[src/rtl/button_conditioner_pkg.sv]
// Shared types and width helpers for the button conditioner.
package button_pkg;

  // Per-channel auto-repeat state.
  typedef enum logic [1:0] {
    RPT_IDLE   = 2'd0,
    RPT_DELAY  = 2'd1,
    RPT_REPEAT = 2'd2
  } rpt_state_t;

  // Bits needed to hold any value from 0 up to max(a, b).
  function automatic int unsigned clog2_of_max(input int unsigned a,
                                               input int unsigned b);
    int unsigned m;
    m = (a > b) ? a : b;
    return $clog2(m + 1);
  endfunction

endpackage

[src/rtl/button_conditioner_channel.sv]
// One button channel: input synchroniser, integrating debounce with
// press/release pulses, and a hold-to-auto-repeat FSM.
module button_channel
  import button_pkg::*;
#(
  parameter int unsigned SYNC_STAGES   = 2,
  parameter int unsigned STABLE_CYCLES = 1024,
  parameter int unsigned REPEAT_DELAY  = 25000000,
  parameter int unsigned REPEAT_PERIOD = 5000000
) (
  input  logic clk,
  input  logic rst_n,
  input  logic i_in,
  input  logic i_repeat_mask,
  output logic o_level,
  output logic o_press,
  output logic o_release,
  output logic o_rpt
);

  localparam int unsigned CNT_W = clog2_of_max(STABLE_CYCLES, 1);
  localparam int unsigned RC_W  = clog2_of_max(REPEAT_DELAY, REPEAT_PERIOD);

  localparam logic [CNT_W-1:0] CNT_LAST       = CNT_W'(STABLE_CYCLES - 1);
  localparam logic [RC_W-1:0]  RC_DELAY_LAST  = RC_W'(REPEAT_DELAY - 1);
  localparam logic [RC_W-1:0]  RC_PERIOD_LAST = RC_W'(REPEAT_PERIOD - 1);

  logic [SYNC_STAGES-1:0] r_sync;
  logic                   w_s;

  logic [CNT_W-1:0] r_cnt;
  logic [CNT_W-1:0] w_cnt_next;
  logic             r_level;
  logic             w_level_next;
  logic             r_press;
  logic             w_press_next;
  logic             r_release;
  logic             w_release_next;

  rpt_state_t       r_state;
  rpt_state_t       w_state_next;
  logic [RC_W-1:0]  r_rc;
  logic [RC_W-1:0]  w_rc_next;
  logic             r_rpt;
  logic             w_rpt_next;

  assign w_s = r_sync[SYNC_STAGES-1];

  // Shift the raw pin through the synchroniser chain.
  always_ff @(posedge clk or negedge rst_n) begin
    if (!rst_n) begin
      r_sync <= '0;
    end else begin
      r_sync <= {r_sync[SYNC_STAGES-2:0], i_in};
    end
  end

  // Integrating debounce: any cycle where s matches level restarts the count.
  always_comb begin
    w_level_next   = r_level;
    w_cnt_next     = '0;
    w_press_next   = 1'b0;
    w_release_next = 1'b0;
    if (w_s != r_level) begin
      if (r_cnt == CNT_LAST) begin
        w_level_next   = w_s;
        w_press_next   = w_s;
        w_release_next = ~w_s;
      end else begin
        w_cnt_next = r_cnt + CNT_W'(1);
      end
    end
  end

  // Debounce state and registered edge pulses.
  always_ff @(posedge clk or negedge rst_n) begin
    if (!rst_n) begin
      r_cnt     <= '0;
      r_level   <= 1'b0;
      r_press   <= 1'b0;
      r_release <= 1'b0;
    end else begin
      r_cnt     <= w_cnt_next;
      r_level   <= w_level_next;
      r_press   <= w_press_next;
      r_release <= w_release_next;
    end
  end

  // Repeat next-state logic. It follows the level being registered on this
  // edge, so DELAY is entered on the press edge itself and the first repeat
  // lands exactly REPEAT_DELAY edges after press; a release on this edge
  // forces IDLE and suppresses any repeat due on it.
  always_comb begin
    w_state_next = r_state;
    w_rc_next    = r_rc;
    w_rpt_next   = 1'b0;
    if (!w_level_next || !i_repeat_mask) begin
      w_state_next = RPT_IDLE;
      w_rc_next    = '0;
    end else begin
      case (r_state)
        RPT_IDLE: begin
          w_state_next = RPT_DELAY;
          w_rc_next    = '0;
        end
        RPT_DELAY: begin
          if (r_rc == RC_DELAY_LAST) begin
            w_rpt_next   = 1'b1;
            w_rc_next    = '0;
            w_state_next = RPT_REPEAT;
          end else begin
            w_rc_next = r_rc + RC_W'(1);
          end
        end
        RPT_REPEAT: begin
          if (r_rc == RC_PERIOD_LAST) begin
            w_rpt_next = 1'b1;
            w_rc_next  = '0;
          end else begin
            w_rc_next = r_rc + RC_W'(1);
          end
        end
        default: begin
          w_state_next = RPT_IDLE;
          w_rc_next    = '0;
        end
      endcase
    end
  end

  // Repeat FSM state, counter and registered repeat pulse.
  always_ff @(posedge clk or negedge rst_n) begin
    if (!rst_n) begin
      r_state <= RPT_IDLE;
      r_rc    <= '0;
      r_rpt   <= 1'b0;
    end else begin
      r_state <= w_state_next;
      r_rc    <= w_rc_next;
      r_rpt   <= w_rpt_next;
    end
  end

  assign o_level   = r_level;
  assign o_press   = r_press;
  assign o_release = r_release;
  assign o_rpt     = r_rpt;

endmodule

[src/rtl/button_conditioner.sv]
// Multi-channel front-panel button conditioner: one independent
// synchronise/debounce/auto-repeat channel per input, plus fire = press | rpt.
module button_conditioner
  import button_pkg::*;
#(
  parameter int unsigned CH            = 4,
  parameter int unsigned SYNC_STAGES   = 2,
  parameter int unsigned STABLE_CYCLES = 1024,
  parameter int unsigned REPEAT_DELAY  = 25000000,
  parameter int unsigned REPEAT_PERIOD = 5000000
) (
  input  logic          clk,
  input  logic          rst_n,
  input  logic [CH-1:0] i_in,
  input  logic [CH-1:0] i_repeat_mask,
  output logic [CH-1:0] o_level,
  output logic [CH-1:0] o_press,
  output logic [CH-1:0] o_release,
  output logic [CH-1:0] o_rpt,
  output logic [CH-1:0] o_fire
);

  logic [CH-1:0] w_press;
  logic [CH-1:0] w_rpt;

  for (genvar g = 0; g < CH; g++) begin : g_ch
    button_channel #(
      .SYNC_STAGES   (SYNC_STAGES),
      .STABLE_CYCLES (STABLE_CYCLES),
      .REPEAT_DELAY  (REPEAT_DELAY),
      .REPEAT_PERIOD (REPEAT_PERIOD)
    ) u_channel (
      .clk           (clk),
      .rst_n         (rst_n),
      .i_in          (i_in[g]),
      .i_repeat_mask (i_repeat_mask[g]),
      .o_level       (o_level[g]),
      .o_press       (w_press[g]),
      .o_release     (o_release[g]),
      .o_rpt         (w_rpt[g])
    );
  end

  assign o_press = w_press;
  assign o_rpt   = w_rpt;
  assign o_fire  = w_press | w_rpt;

endmodule

[config.mk]
export PLATFORM = sky130hd
export DESIGN_NAME = button_conditioner
export DESIGN_NICKNAME = d
export VERILOG_FILES = /design/src/rtl/button_conditioner_pkg.sv /design/src/rtl/button_conditioner_channel.sv /design/src/rtl/button_conditioner.sv
export SDC_FILE = /design/constraint.sdc
export NUM_CORES = 1
export LEC_CHECK = 0
export ABC_AREA = 1
export CAP_MARGIN = 5
export CORE_UTILIZATION = 47
export CTS_CLUSTER_DIAMETER = 60
export DETAILED_ROUTE_END_ITERATION = 8
export PLACE_DENSITY_LB_ADDON = 0.05
export SYNTH_ARGS = -nofsm -noshare
export SYNTH_HDL_FRONTEND = slang
export SYNTH_SLANG_ARGS = --single-unit
[constraint.sdc]
create_clock -name clk -period 5.2 [get_ports clk]
set_clock_uncertainty 0.15 [all_clocks]
set_input_delay 1.3 -clock clk [delete_from_list [all_inputs] [get_ports clk]]
set_output_delay 1.3 -clock clk [all_outputs]
set_load 0.02 [all_outputs]
==> results.cfg, run 1 <==
[outcome]
status = complete, no violations

[layout]
drive_gt1_frac = 0.1253
syn_to_final_growth_pct = 10.30
nets = 1186
diodes = 0
post-route-cell-area_mm2 = 0.01069

[clock_tree]
clkLatencyLatePin_ns = 0.43
cts_tree = built
cts-resized-gates = 0
clkTransAtPathRegs_ns = 0.07
h-tree-depth = 4
clockBufferDepth = 2
cts_sinks = 176
cts-root-buf = clkbuf_16
cts_buffers = 17
holdBufCountCts = 0
postCtsSetupBuffers = 0

[min_path]
hp-class = flop to flop

[global_route]
grt_max_degree = 124
grtUsageMet2 = 0.2772
grt-ovfl-total = 0
grt_pass1_wl_um = 30960
track_usage = 0.1770
grtUsageMet3 = 0.03448
top_usage_layer = met2
grt_pass1_vias = 6715
met1_usage = 0.2505
antenna_found_initial = 0

[logic_synthesis]
synth_top_area_frac = 0.4544
synth.area.top_cells = dfrtp_1, nor2_1, nand2_1, xor2_1, nor2_4
syn-instance-count = 1128
synth_warnings = 0
ys_seq_elements = 176
synth_area_mm2 = 0.009692
ys_types = 39
synth_fp_nets = 1162
ys_seq_area_frac = 0.4544
synth_top_area_cell = dfrtp_1
syn_avg_cell_area_um2 = 8.592

[sta]
fmax_ghz = 0.3247
min_period_ns = 3.080
min_period_over_period = 0.5922
setup_viol = 0
rsz0062_at_grt = no
hold_violations = 0
max_slew_margin = 0.3327
worst_slack_ns = 2.120
drv_slew = 0
tightest_slew_ns = 1.001
tns_ns = 0

[drt]
detail_route.iter0.violations = 411
postRouteAntennaNets = 0
drcViolationCount = 0
drt_wl_total_um = 17120
dr.pass1.iters = 4
wire_per_inst_um = 11.93
post_drt_via_cell_ratio = 4.714
vias = 6764

[placed_design]
gp_congestion = 0.8203
dp_hpwl_um = 12050
place_ws_ns = 2.313
placed_area_mm2 = 0.01010
portBuffers = 29

[worst_setup_path]
crit_path_start_kind = flop
critPathKind = flop to output pin
arrival_ns = 1.63
cp-end-kind = output pin
cp_data_required_time_ns = 3.75
cp_max_fo = 2

[power]
leakage_nw = 4.372
vdd_drop_max_mv = 0.1981
power_density_mw_per_mm2 = 254.5

[floorplanning]
pin_count = 30
core_mm2 = 0.02023
fp.dieH_um = 145.6
die_w_um = 145.6
initial_core_util = 0.4790
row_count = 52
die_area_mm2 = 0.02120

[job]
max_cap_viol_count = 0
-- final timing paths --
path	cells past startpoint	slack [ns]	to	from
worst max-delay path	2	2.12	o_fire[2]	g_ch[2].u_channel.o_rpt
worst min-delay path	0	0.21	g_ch[1].u_channel.r_sync[1]	g_ch[1].u_channel.r_sync[0]
worst max register to register	10	2.92	g_ch[3].u_channel.r_rc[23]	g_ch[3].u_channel.r_rc[0]
worst min register to register	0	0.21	g_ch[1].u_channel.r_sync[1]	g_ch[1].u_channel.r_sync[0]
max in group asynchronous	2	3.21	g_ch[1].u_channel.r_rc[2]	rst_n
min in group asynchronous	1	0.88	g_ch[2].u_channel.o_press	rst_n
-- kinds of logic after synthesis --
kind of cell | count (synthesis) | share of synthesized area
compound gates | 46 | 0.02763
xor+xnor | 93 | 0.08404
fa+ha+maj | 24 | 0.03098
buf+inv | 151 | 0.07346
flops | 176 | 0.4544
simple gates | 638 | 0.3295
-- cells in the mapped netlist (all sizes together) --
library cell  count
a21oi            10
xor2             66
nand2           205
inv             126
a211oi            5
nand4            23
buf              24
nor3b             6
nor2            279
nand3            69
ha               24
clkbuf            1
and3              1
and2              2
nor4              5
o22ai             1
a31oi             3
or2               4
nor3             44
o21ai            22
dfrtp           176
o21bai            2
o211ai            1
xnor2            27
a221oi            2
-- where the power goes --
group,internal [mW],leakage [nW],switching [mW]
sequential,1.38,2.43,0.00860
clock,0.693,0.288,0.583
combinational,0.0159,1.65,0.0413
total,2.09,4.37,0.633
-- cells in the final DEF, fill, tap and decap left out, types with 2 or more instances in the layout --
cell	n
nor2_1	197
nand2_1	194
dfrtp_1	176
inv_1	124
xor2_1	66
nand3_1	62
nor2_4	45
nor3_1	40
nor2_2	37
clkdlybuf4s50_1	28
xnor2_1	27
ha_1	24
nand4_1	23
o21ai_0	19
clkbuf_16	17
a21oi_1	10
nand2_2	8
nand3_2	6
inv_6	6
a211oi_1	5
nor3b_1	5
nor4_1	5
or2_2	4
o21ai_1	3
nand2_4	3
a31oi_1	3
nor3_2	3
inv_8	3
inv_2	2
o21bai_1	2
a221oi_1	2
and2_1	2
clkinv_4	2
clkbuf_8	2
-- final cells by class --
type | count | area [µm²]
clock buffer | 18 | 439.2
tap | 270 | 337.8
multi-input combinational | 801 | 4576
inverter | 126 | 473.0
timing repair buffer | 30 | 314.1
sequential | 176 | 4404
clock inverter | 14 | 146.4
fill | 1950 | 9544
-- critical path: stages, from the launching register on --
cell and delay, ns:
dfrtp_1 0.38, or2_2 0.29, clkdlybuf4s50_1 0.54
-- metal layers --
layer | vias up | share of wire
li1 | 3581 | -
met4 | 0 | 0.010
met1 | 3109 | 0.53
met3 | 16 | 0.021
met5 | - | 0
met2 | 58 | 0.44
-- per-stage QoR --
stage | total power [mW] | instances | util | hold slack (ns)
2_1_floorplan | 1.430 | 1128 | - | 0.1812
3_3_place_gp | 1.474 | 1403 | 0.4994 | 0.1835
3_5_place_dp | 1.474 | 1403 | 0.4994 | 0.1920
4_1_cts | 2.767 | 1435 | 0.5283 | 0.2094
5_1_grt | 2.833 | 1435 | 0.5283 | 0.2120
6_report | 2.720 | 1435 | 0.5283 | 0.2067
-- sequential cells by signal, summed over array words and instances, names as in the netlist --
name / count
g_ch.u_channel.r_rc: 100
g_ch.u_channel.r_cnt: 44
g_ch.u_channel.r_state: 8
g_ch.u_channel.r_sync: 8
g_ch.u_channel.o_level: 4
g_ch.u_channel.o_press: 4
g_ch.u_channel.o_release: 4
g_ch.u_channel.o_rpt: 4
(Power assumes the default switching activity.)
==> run 2, diff against run 1 <==
==> constraint.sdc (replaced) <==
create_clock -name clk -period 3 [get_ports clk]
set_clock_uncertainty 0.15 [all_clocks]
set_input_delay 0.75 -clock clk [delete_from_list [all_inputs] [get_ports clk]]
set_output_delay 0.75 -clock clk [all_outputs]
set_load 0.02 [all_outputs]
==> run 2 against run 1 <==
  * Critical path depth stayed put
  * Final area is 0.51% higher
  * Non-clock buffer count is 3 higher
  * Die area stayed put
  * Register-to-register slack worse by 2.2 ns
  * Global-route usage is 0.32 points higher
  * Power is 74% higher
  * Combinational power is 87% higher
==> results.cfg, run 2 (synthesized netlist as in run 1, its figures left out) <==
[drt]
dr.pass1.iters = 5
wire_per_inst_um = 12.05
postRouteAntennaNets = 0
vias = 6825
drcViolationCount = 0
detail_route.iter0.violations = 286
drt_wl_total_um = 17330
post_drt_via_cell_ratio = 4.746

[clock_tree]
cts-resized-gates = 0
cts_tree = built
postCtsSetupBuffers = 0
clkTransAtPathRegs_ns = 0.07
clkLatencyLatePin_ns = 0.44
h-tree-depth = 4
cts_buffers = 17
holdBufCountCts = 0
cts_sinks = 176
clockBufferDepth = 2
cts-root-buf = clkbuf_16

[global_route]
grtUsageMet2 = 0.2846
grt_pass1_wl_um = 31360
track_usage = 0.1801
top_usage_layer = met2
grt-ovfl-total = 0
grt_max_degree = 65
grt_pass1_vias = 6724
grtUsageMet3 = 0.03354
antenna_found_initial = 0
met1_usage = 0.2535

[layout]
nets = 1189
regMostFlops = g_ch.u_channel.r_rc
largest_register_ffs = 100
reg_top3 = g_ch.u_channel.r_rc (100), g_ch.u_channel.r_cnt (44)
drive_gt1_frac = 0.1276
nFillCells = 1885
final_common_cell = nor2_1
post-route-cell-area_mm2 = 0.01075
syn_to_final_growth_pct = 10.87
final_cell_mix = nor2_1, nand2_1, dfrtp_1
diodes = 0

[sta]
max_slew_margin = 0.5258
rsz0062_at_grt = no
drv_slew = 0
tightest_slew_ns = 0.7089
tns_ns = 0
min_period_ns = 2.527
setup_viol = 0
worst_slack_ns = 0.4730
hold_slack_ns = 0.1472
hold_violations = 0
min_period_over_period = 0.8423
fmax_ghz = 0.3957

[worst_setup_path]
worstRegToRegCells = 9
cp_max_fo = 2
r2r_slack_ns = 0.72
arrival_ns = 1.63
critPathKind = flop to output pin
cp_data_required_time_ns = 2.10
cp-end-kind = output pin
crit_path_start_kind = flop

[placed_design]
place_ws_ns = 0.6569
portBuffers = 29
gp_congestion = 0.8644
dp_hpwl_um = 12390
placed_area_mm2 = 0.01015

[floorplanning]
die_area_mm2 = 0.02120
initial_core_util = 0.4790
row_count = 52
core_mm2 = 0.02023
die_w_um = 145.6
pin_count = 30
fp.dieH_um = 145.6

[power]
leakage_nw = 4.393
power_density_mw_per_mm2 = 441.6
vdd_drop_max_mv = 0.3570
report.power.total_mw = 4.745

[job]
max_cap_viol_count = 0

[outcome]
status = complete, no violations

[min_path]
hp-class = primary input to async pin
-- run 2: cell count changes in the layout (fill, tap and decap cells not counted) --
cell	delta
buf_12	+2
buf_4	+1
clkbuf_8	-1
clkinv_2	-1
clkinv_8	+1
clkinvlp_4	+1
inv_6	-1
inv_8	+1
-- run 2: layout make-up --
cell class                 count  area [µm²]  share of cell area
clock buffer                  17       425.4             0.03959
tap                          270       337.8             0.03144
multi-input combinational    801        4576              0.4258
timing repair buffer          33       361.6             0.03365
clock inverter                15       167.7             0.01560
inverter                     126       473.0             0.04401
sequential                   176        4404              0.4099
-- run 2: metal layers --
metal,vias up,part of all wire
met5,-,0
met4,0,0.011
met3,16,0.019
met2,50,0.45
met1,3159,0.52
li1,3600,-
-- run 2: critical path, cell delays in order (launching register included) --
cell,delay (ns)
dfrtp_1,0.39
or2_2,0.27
clkdlybuf4s50_1,0.54
-- run 2: path summary, 6_finish.rpt --
path / from / end
worst max-delay path: g_ch[0].u_channel.o_press / o_fire[0]
min in group clk: g_ch[2].u_channel.r_sync[0] / g_ch[2].u_channel.r_sync[1]
worst max register to register: g_ch[1].u_channel.r_cnt[0] / g_ch[1].u_channel.r_rc[9]
max in group asynchronous: rst_n / g_ch[0].u_channel.r_rc[0]
worst min-delay path: rst_n / g_ch[2].u_channel.r_rc[21]
worst min register to register: g_ch[2].u_channel.r_sync[0] / g_ch[2].u_channel.r_sync[1]
-- run 2: power breakdown --
part / switching, mW / total [mW] / internal, mW / leakage, nW
registers: 0.0153 / 2.40 / 2.39 / 2.43
logic: 0.0729 / 0.107 / 0.0337 / 1.68
clock network: 1.05 / 2.23 / 1.19 / 0.286
total: 1.13 / 4.75 / 3.61 / 4.39
-- run 2: metrics by stage --
stage                 util  std cells
finish              0.5310       1438
global route        0.5310       1438
CTS                 0.5310       1438
detailed placement  0.5017       1406
global placement    0.5017       1406
floorplan                -       1128
==> run 3, diff against run 2 <==
==> constraint.sdc (replaced) <==
create_clock -name clk -period 2.43 [get_ports clk]
set_clock_uncertainty 0.15 [all_clocks]
set_input_delay 0.6075 -clock clk [delete_from_list [all_inputs] [get_ports clk]]
set_output_delay 0.6075 -clock clk [all_outputs]
set_load 0.02 [all_outputs]
==> run 3 against run 2 <==
  * Core utilization grew 0.53 points
  * Global-route usage is essentially flat
  * Routed wire length is 0.38% higher
  * Final area grew 1.0%
  * Register-to-register slack worse by 0.38 ns
  * Cell count grew 0.35%
  * Power grew 28%
  * Critical path depth unchanged
  * Critical path type unchanged
  * Critical endpoint is now o_fire[3]
  * Largest power group unchanged
==> results.cfg, run 3 (synthesized netlist as in run 1, its figures left out) <==
[drt]
drt_wl_total_um = 17400
wire_per_inst_um = 12.06
vias = 6878
post_drt_via_cell_ratio = 4.766
detail_route.iter0.violations = 312
postRouteAntennaNets = 0
dr.pass1.iters = 5
drcViolationCount = 0

[worst_setup_path]
worst-path-stages = 2
worstRegToRegCells = 10
arrival_ns = 1.61
cp-end-kind = output pin
slowest_stage = clkdlybuf4s50_1
r2r-start = g_ch[2].u_channel.r_rc[0]
worst-path-buf-inv = 1
crit_path_start_kind = flop
cp_max_fo = 2
critPathKind = flop to output pin
cpLargestDelayFamily = buffers and inverters
cp_data_required_time_ns = 1.67
reg2reg_to = g_ch[2].u_channel.r_rc[23]
path_cells = or2_2, clkdlybuf4s50_1
slowest_delay_ns = 0.54
r2r_slack_ns = 0.34

[min_path]
hold_depth = 0
hp-class = flop to flop
hold_path_end = g_ch[1].u_channel.r_sync[1]
min_from = g_ch[1].u_channel.r_sync[0]

[placed_design]
portBuffers = 29
dp.cells = 1410
place_ws_ns = 0.2953
dp_hpwl_um = 12620
placed_area_mm2 = 0.01019
gp_congestion = 0.8545

[global_route]
grt_pass1_vias = 6771
track_usage = 0.1797
grt-ovfl-total = 0
antenna_found_initial = 0
grt_pass1_wl_um = 31400
grt_max_degree = 50

[layout]
final_common_cell = nor2_1
largest_register_ffs = 100
layout.cells.non_filler = 1443
final_cell_mix = nor2_1, nand2_1, dfrtp_1
nets = 1194
diodes = 0
reg_top3 = g_ch.u_channel.r_rc (100), g_ch.u_channel.r_cnt (44)
regMostFlops = g_ch.u_channel.r_rc
post-route-cell-area_mm2 = 0.01085
drive_gt1_frac = 0.1304
syn_to_final_growth_pct = 11.98

[sta]
min_period_over_period = 0.9727
tightest_slew_ns = 0.6272
rsz0062_at_grt = no
hold_violations = 0
worst_slack_ns = 0.06645
tns_ns = 0
min_period_ns = 2.364
fmax_ghz = 0.4231
max_slew_margin = 0.5775
setup_viol = 0
drv_slew = 0

[floorplanning]
row_count = 52
pin_count = 30
die_area_mm2 = 0.02120
die_w_um = 145.6
fp.dieH_um = 145.6
core_mm2 = 0.02023
initial_core_util = 0.4790

[clock_tree]
cts-root-buf = clkbuf_16
cts_buffers = 17
postCtsSetupBuffers = 0
clkTransAtPathRegs_ns = 0.07
h-tree-depth = 4
clkLatencyLatePin_ns = 0.42
clockBufferDepth = 2
cts_sinks = 176
cts_tree = built

[outcome]
status = complete, no violations

[power]
power_density_mw_per_mm2 = 558.2
report.power.total_mw = 6.058
leakage_nw = 4.507
vdd_drop_max_mv = 0.4400

[job]
max_cap_viol_count = 0
[run 3: routing by layer]
layer | global-route usage | share of wire
met5 | 0 | 0
met4 | 0.05895 | 0.016
met3 | 0.03009 | 0.022
met2 | 0.2774 | 0.45
met1 | 0.2575 | 0.52
[run 3: final cells by class]
type | count | area (µm²)
fillers | 1904 | 9382
multi-input cells | 801 | 4576
flip-flops and latches | 176 | 4404
inverters | 126 | 473.0
clock buffers | 18 | 439.2
repair buffers | 38 | 421.7
well taps | 270 | 337.8
clock inverters | 14 | 201.4
[run 3: per-stage QoR]
step | hold WS [ns] | util
after floorplan | 0.1619 | -
after global placement | 0.1827 | 0.5038
after detailed placement | 0.1855 | 0.5038
after CTS | 0.1992 | 0.5360
after global routing | 0.2122 | 0.5364
final | 0.1952 | 0.5364
[run 3: worst reg2reg max path, cell delays in order, from the launching register on]
cell and delay, ns:
dfrtp_1 0.37, ha_1 0.21, nand2_1 0.08, nor2_2 0.12, nand2_1 0.13, nor2_2 0.15, nand3_1 0.10, nand2_1 0.09
nand2_1 0.07, nand2_2 0.37, nor2_1 0.13
[run 3: timing repair]
action,CTS,global route
setup endpoints to repair,0,3
gates resized for setup,0,3
hold buffers,1,0
hold endpoints to repair,35,0
[run 3: how the worst max path moves through the flow]
stage	startpoint	slack, ns	to
5_1_grt	g_ch[3].u_channel.o_rpt	0.008	o_fire[3]
6_report	g_ch[3].u_channel.o_rpt	0.07	o_fire[3]
3_3_place_gp	i_repeat_mask[2]	0.36	g_ch[2].u_channel.r_rc[20]
4_1_cts	g_ch[0].u_channel.o_rpt	0.01	o_fire[0]
3_5_place_dp	i_repeat_mask[2]	0.30	g_ch[2].u_channel.r_rc[23]
2_1_floorplan	g_ch[3].u_channel.r_rc[0]	0.68	g_ch[3].u_channel.r_rc[14]
[run 3: where the power goes]
| group | switching, mW | total, mW | internal, mW |
|---|---|---|---|
| sequential | 0.0195 | 2.97 | 2.95 |
| clock | 1.18 | 2.95 | 1.77 |
| combinational | 0.0902 | 0.132 | 0.0417 |
| total | 1.29 | 6.06 | 4.76 |
